--- src/rtl/program_loader.sv ---
// Byte-stream program loader: assembles 16-bit words (high byte first) and writes them to memory
// while holding the CPU in reset. Optional trailing checksum enabled by LOADER_CHECKSUM_EN.
module program_loader #(
   parameter logic [15:0] BASE_ADDR = 16'h0000,
   parameter int          MAX_WORDS = 1024
) (
   input  logic        clock,
   input  logic        reset,
   input  logic        start,
   input  logic [7:0]  rx_data,
   input  logic        rx_valid,
   output logic        rx_ready,
   output logic [15:0] mem_address,
   output logic [15:0] mem_data,
   output logic        mem_write,
   output logic        cpu_hold,
   output logic        busy,
   output logic        done,
   output logic        error
);

   typedef enum logic [3:0] {
      IDLE, LEN_HI, LEN_LO, DATA_HI, DATA_LO, WRITE, DONE, ERROR
`ifdef LOADER_CHECKSUM_EN
      , CSUM_HI, CSUM_LO
`endif
   } state_t;

   localparam logic [16:0] MaxWordsL = 17'(MAX_WORDS);

   state_t      r_state;
   state_t      w_nextState;
   state_t      w_tailState;
   logic        w_accept;
   logic        w_accepting;
   logic        w_busy;
   logic [15:0] w_countWord;
   logic [7:0]  r_countHi;
   logic [15:0] r_remaining;
   logic [7:0]  r_wordHi;
   logic [15:0] r_memAddress;
   logic [15:0] r_memData;
   logic        r_rxReady;
   logic        r_memWrite;
   logic        r_cpuHold;
   logic        r_busy;
   logic        r_done;
   logic        r_error;
`ifdef LOADER_CHECKSUM_EN
   logic [15:0] r_sum;
   logic [7:0]  r_csumHi;
`endif

   assign w_accept    = rx_valid & r_rxReady;
   assign w_countWord = {r_countHi, rx_data};

   // After the last word (or an empty image) either verify a checksum or finish directly.
`ifdef LOADER_CHECKSUM_EN
   assign w_tailState = CSUM_HI;
`else
   assign w_tailState = DONE;
`endif

   always_ff @(posedge clock or posedge reset) begin
      if (reset) r_state <= IDLE;
      else       r_state <= w_nextState;
   end

   always_comb begin
      w_nextState = r_state;
      unique case (r_state)
         IDLE, DONE, ERROR: if (start) w_nextState = LEN_HI;
         LEN_HI:  if (w_accept) w_nextState = LEN_LO;
         LEN_LO: begin
            if (w_accept) begin
               if (w_countWord == 16'd0)                    w_nextState = w_tailState;
               else if ({1'b0, w_countWord} > MaxWordsL)    w_nextState = ERROR;
               else                                         w_nextState = DATA_HI;
            end
         end
         DATA_HI: if (w_accept) w_nextState = DATA_LO;
         DATA_LO: if (w_accept) w_nextState = WRITE;
         WRITE:   w_nextState = (r_remaining == 16'd1) ? w_tailState : DATA_HI;
`ifdef LOADER_CHECKSUM_EN
         CSUM_HI: if (w_accept) w_nextState = CSUM_LO;
         CSUM_LO: if (w_accept) w_nextState = ({r_csumHi, rx_data} == r_sum) ? DONE : ERROR;
`endif
         default: w_nextState = IDLE;
      endcase
   end

   always_comb begin
      w_accepting = 1'b0;
      w_busy      = 1'b0;
      unique case (w_nextState)
         LEN_HI, LEN_LO, DATA_HI, DATA_LO: begin
            w_accepting = 1'b1;
            w_busy      = 1'b1;
         end
         WRITE: w_busy = 1'b1;
`ifdef LOADER_CHECKSUM_EN
         CSUM_HI, CSUM_LO: begin
            w_accepting = 1'b1;
            w_busy      = 1'b1;
         end
`endif
         default: begin
            w_accepting = 1'b0;
            w_busy      = 1'b0;
         end
      endcase
   end

   // Status outputs are registered from the next state so they line up with the state register.
   always_ff @(posedge clock or posedge reset) begin
      if (reset) begin
         r_rxReady  <= 1'b0;
         r_memWrite <= 1'b0;
         r_cpuHold  <= 1'b1;
         r_busy     <= 1'b0;
         r_done     <= 1'b0;
         r_error    <= 1'b0;
      end else begin
         r_rxReady  <= w_accepting;
         r_memWrite <= (w_nextState == WRITE);
         r_cpuHold  <= (w_nextState != DONE);
         r_busy     <= w_busy;
         r_done     <= (w_nextState == DONE);
         r_error    <= (w_nextState == ERROR);
      end
   end

   always_ff @(posedge clock or posedge reset) begin
      if (reset) begin
         r_countHi    <= 8'd0;
         r_remaining  <= 16'd0;
         r_wordHi     <= 8'd0;
         r_memAddress <= 16'd0;
         r_memData    <= 16'd0;
`ifdef LOADER_CHECKSUM_EN
         r_sum        <= 16'd0;
         r_csumHi     <= 8'd0;
`endif
      end else begin
         unique case (r_state)
            IDLE, DONE, ERROR: begin
               if (start) begin
                  r_memAddress <= BASE_ADDR;
`ifdef LOADER_CHECKSUM_EN
                  r_sum        <= 16'd0;
`endif
               end
            end
            LEN_HI:  if (w_accept) r_countHi <= rx_data;
            LEN_LO:  if (w_accept) r_remaining <= w_countWord;
            DATA_HI: if (w_accept) r_wordHi <= rx_data;
            DATA_LO: if (w_accept) r_memData <= {r_wordHi, rx_data};
            WRITE: begin
               r_memAddress <= r_memAddress + 16'd1;
               r_remaining  <= r_remaining - 16'd1;
`ifdef LOADER_CHECKSUM_EN
               r_sum        <= r_sum + r_memData;
`endif
            end
`ifdef LOADER_CHECKSUM_EN
            CSUM_HI: if (w_accept) r_csumHi <= rx_data;
            CSUM_LO: ;
`endif
            default: ;
         endcase
      end
   end

   assign rx_ready    = r_rxReady;
   assign mem_address = r_memAddress;
   assign mem_data    = r_memData;
   assign mem_write   = r_memWrite;
   assign cpu_hold    = r_cpuHold;
   assign busy        = r_busy;
   assign done        = r_done;
   assign error       = r_error;

endmodule

--- config.mk ---
export PLATFORM = sky130hd
export DESIGN_NAME = program_loader
export DESIGN_NICKNAME = d
export VERILOG_FILES = /design/src/rtl/program_loader.sv
export SDC_FILE = /design/constraint.sdc
export NUM_CORES = 1
export LEC_CHECK = 0
export CORE_AREA = 2 2 89 91
export DETAILED_ROUTE_END_ITERATION = 12
export DIE_AREA = 0 0 91 93
export PLACE_DENSITY = 0.74
export SETUP_SLACK_MARGIN = 0.3
export SYNTH_ARGS = -nofsm -noshare
export SYNTH_HDL_FRONTEND = slang
export SYNTH_SLANG_ARGS = --single-unit
--- constraint.sdc ---
create_clock -name clock -period 2.2 [get_ports clock]
set_clock_uncertainty 0.05 [all_clocks]
set_input_delay 0.22 -clock clock [delete_from_list [all_inputs] [get_ports clock]]
set_output_delay 0.22 -clock clock [all_outputs]
set_load 0.02 [all_outputs]
# == After elaboration in Yosys (flattened, before gate mapping) ==
# Cells that the tools add are included.
# totals
regBits,74
in_bits,12
word_cells,61
# op_classes
n_addsub,2
magnitude_cmp,1
eq_ne,18
mux,15
bitwise,1
reduce_logical,12
# ops
operator,n
$pmux W16 S2,2
$eq A4 B3 Y1 const B,8
$mux W16,2
$pmux W4 S6,1
$mux W4,5
$add A16 B1 Y16 const B,1
$eq A16 B1 Y1 const B,1
$eq A4 B2 Y1 const B,4
$gt A16 B11 Y1 const B,1
$logic_not A16 Y1,1
$sub A16 B1 Y16 const B,1
$reduce_and A2 Y1,5
$mux W3,3
$eq A4 B1 Y1 const B,2
$reduce_or A5 Y1,1
$logic_not A4 Y1,1
$ne A2 B2 Y1 const B,2
$ne A4 B3 Y1 const B,1
$reduce_bool A2 Y1,2
$reduce_or A4 Y1,1
$reduce_or A3 Y1,1
$mux W1,2
$and A1 B1 Y1,1

# == Logic depth before layout (Yosys ltp) ==
# depth
word_depth,8
ltp_mapped,8
mapped_depth_nobuf,7

# == Least setup slack after synthesis ==
# OpenSTA, ideal clock, no wires.
# synth_path
kind,register to register
start,reg r_remaining[2]
end,reg r_remaining[11]
setup_ns,0.126
arrival_time_ns,1.765
setup_slack_ns,0.259
path_stages_with_launch,6
n_path_buf,0
path_cell_list,dfrtp_1 -> nor4_4 -> nand2_2 -> or4_4 -> a21o_1 -> a221o_1
# synth_via
elab_chain_cells,2
# synth_lines
item,line,text
"start, declared",39,logic [15:0] r_remaining;
"start signal, assigned",155,LEN_LO: if (w_accept) r_remaining <= w_countWord;
"start signal, assigned",160,r_remaining <= r_remaining - 16'd1;
$sub A16 B1 Y16,160,
$pmux W16 S2,145,unique case (r_state)
# Every way passes these cells.
# A chain may end at the register's enable or synchronous reset.

# == Worst setup path after layout ==
# layout_path
start,reg r_countHi[7]
end,reg r_error (netlist: error)
# layout_via
elab_chain_cells,6
word_cells_on_any_way,7
cone_classes,order compare (1); eq/ne (1); mux (4); reduce/logical (1)
# layout_lines
item,line,text
"start, declared",38,logic [7:0] r_countHi;
"start signal, assigned",154,LEN_HI: if (w_accept) r_countHi <= rx_data;
$gt A16 B11 Y1,77,"else if ({1'b0, w_countWord} > MaxWordsL) w_nextState = ERROR;"
$mux W3,77,
$mux W3 *,76,if (w_countWord == 16'd0) w_nextState = w_tailState;
$mux W4 *,75,if (w_accept) begin
$pmux W4 S6 *,71,unique case (r_state)
net w_nextState[2],32,state_t w_nextState;
$eq A4 B3 Y1 *,129,r_error <= (w_nextState == ERROR);
"end signal, assigned",129,
"end, declared",48,logic r_error;
# Mark *: on every way through the listed nets, which the timed path passes. The rest lies on a longest branch.

==> impl_metrics.py <==
metrics = {
    "detailed_routing": {
        "drtAntennaViolNets": 0,
        "drc": 0,
        "drt_iter0_markers": 244,
        "routedWlPerCell_um": 16.8,
        "vias": 3088,
        "finalWirelength_um": 9180,
        "firstDrtPassIters": 5,
        "viasPerCell": 5.67,
    },
    "timing": {
        "setup_violations": 0,
        "slew_viol_final": 0,
        "whs_ns": 0.252,
        "rsz0062_at_grt": "yes",
        "setup_ws_ns": 0.188,
        "finalHoldViolCount": 0,
        "fin_crit_ns": 2.01,
        "post-route-period-util": 0.914,
        "max_freq_ghz": 0.497,
    },
    "setup_path": {
        "rr_startpoint": "r_countHi[7]",
        "crit_fanout": 6,
        "arrival_ns": 2.19,
        "critical_path_class": "register to register",
        "cp_slowest_cell": "or4_4",
        "cp-start-kind": "register",
        "r2r_slack_ns": 0.19,
        "required_ns": 2.38,
        "cpPeakStageDelay_ns": 0.55,
        "cp_cell_sequence": "or4_4 -> or4_1 -> mux2i_1 -> o21ai_2 -> and3_1",
        "endpoint_kind": "register",
        "reg2regPathDepth": 5,
        "worstReg2RegEnd": "error",
    },
    "layout": {
        "antenna_cells": 0,
        "drive_above_1_share": 0.291,
        "layout_commonest_cell": "dfrtp_1",
        "synthToLayoutAreaGrowth_pct": 35.7,
        "layout_common_cells": "dfrtp_1, nand2_1, clkdlybuf4s50_1",
        "layout.nets": 453,
        "fin_cells": 545,
    },
    "grt": {
        "grt_max_degree": 75,
        "grt_pass1_wl_um": 14600,
        "grt.overflow.total": 0,
        "grt_usage": 0.217,
        "grt_antenna_before_repair": 0,
        "grt_pass1_vias": 3000,
    },
    "clocking": {
        "cts_buffers": 9,
        "cts_max_path_buffers": 2,
        "root_buffer": "clkbuf_8",
        "cts_tree": "built",
        "cts_hold_buf": 0,
        "clk_pin_slew_ns": 0.08,
        "h-tree-depth": 3,
        "cts.sink_count": 74,
        "clk_latency_ns": 0.35,
    },
    "synthesis": {
        "yosys_warnings": 0,
        "syn_inst": 338,
        "ys_seq_area_frac": 0.517,
        "synth_area_leader_cell": "dfrtp_1",
        "synth_nets": 353,
        "synth_edf_count": 0,
        "ys_ff_latch": 74,
        "ys.flop_type": "dfrtp_1",
        "syn_area_per_cell_sq_um": 10.6,
        "synth_area_sq_um": 3580,
        "synth-async-reset-ratio": 1.00,
        "synth_top_area_share": 0.510,
        "synth_cell_types": 59,
        "synth_area_leaders": "dfrtp_1, mux2_2, nand2_1",
    },
    "place": {
        "dp_cells": 501,
        "gp_congestion": 0.875,
        "dp_hpwl_um": 6140,
        "numPortBuffers": 49,
        "place_ws_ns": -0.0202,
    },
    "pwr": {
        "p_per_area_nw_per_um2": 647,
        "p_leak_nw": 2.15,
        "ir_worst_vdd_v": 0.000439,
        "p_total_mw": 3.15,
    },
    "floorplan": {
        "rows": 32,
        "chipHeight_um": 93,
        "core_area_sq_um": 7530,
        "start_util": 0.476,
        "die_area_sq_um": 8460,
        "ioPinCount": 50,
        "die_x_um": 91,
    },
    "min_path": {
        "hp-class": "input pin to async pin",
    },
    "run_status": {
        "status": "complete, no violations",
    },
    "job": {
        "maxCapViolations": 0,
    },
}
-- critical path: cells and delay by family (launching register included) --
| family | cells | cell delay [ns] |
|---|---|---|
| AO/OA/AOI/OAI | 1 | 0.13 |
| flip-flops | 1 | 0.39 |
| multiplexers | 1 | 0.17 |
| AND/OR/NAND/NOR | 3 | 1.14 |
-- per-stage QoR --
step | utilization | TNS, ns | cell area (sq um)
6_report | 0.646 | 0 | 4860
5_1_grt | 0.646 | 0 | 4860
4_1_cts | 0.614 | 0 | 4620
3_5_place_dp | 0.581 | -0.0387 | 4370
3_3_place_gp | 0.581 | 0 | 4370
2_1_floorplan | - | 0 | 3580
-- registers in the layout (all words and copies together), names as in the netlist --
register     count
mem_data        16
r_state          4
cpu_hold         1
done             1
rx_ready         1
error            1
r_wordHi         8
r_remaining     16
busy             1
mem_address     16
r_countHi        8
mem_write        1
-- power breakdown --
| group | leakage [nW] | total (mW) | switching, mW | internal [mW] |
|---|---|---|---|---|
| clock network | 0.0868 | 0.979 | 0.554 | 0.425 |
| registers | 0.973 | 1.64 | 0.158 | 1.48 |
| logic | 1.09 | 0.526 | 0.238 | 0.288 |
-- cells by family (layout without fill, tap and decap cells) --
group | Yosys count | count (layout) | share of synthesized area
AO/OA/AOI/OAI | 67 | 67 | 0.135
XOR/XNOR | 4 | 4 | 0.00979
adder cells (fa/ha/maj) | 3 | 3 | 0.0105
buffers and inverters | 22 | 127 | 0.0259
flip-flops | 74 | 74 | 0.517
multiplexers | 31 | 31 | 0.0957
other | 1 | 1 | 0.00105
AND/OR/NAND/NOR | 136 | 136 | 0.205
-- worst max path at each step --
stage	to	slack, ns	startpoint	cells past startpoint
global route	error	0.1	r_countHi[7]	5
floorplan	r_remaining[11]	0.27	r_remaining[1]	5
detailed placement	error	-0.02	rx_data[7]	7
finish	error	0.19	r_countHi[7]	5
CTS	error	0.19	r_countHi[7]	5
global placement	error	0.09	rx_data[0]	7
-- synthesized netlist by cell type (6+ instances only) --
master / n
and2_1: 6
nand3_1: 14
o21ai_0: 18
inv_1: 7
nor3_1: 9
nand4_1: 11
a21oi_1: 12
nor2_1: 20
buf_2: 7
and3_1: 6
mux2_2: 26
dfrtp_1: 73
nand2_1: 49
-- final cells by class --
cell class              count  area, sq um
multi-input cells         242         1720
clock inverters             7         58.8
repair buffers            102          932
inverters                   9         37.5
fillers                   629         2670
flip-flops and latches     74         1860
clock buffers               9          124
well taps                 102          128
-- routing by layer --
layer,global-route usage,wire [um],vias up
met4,0.0682,129,0
li1,-,-,1441
met5,0,0,-
met2,0.357,4580,80
met1,0.295,4090,1555
met3,0.0371,380,12
-- timing repair --
item / CTS / global route
cloned: 0 / 1
endpoints found under the setup margin: 17 / 31
pin swaps: 5 / 15
setup buffers: 8 / 19
resized for setup: 2 / 23
Power figures use the tool's default switching activity.
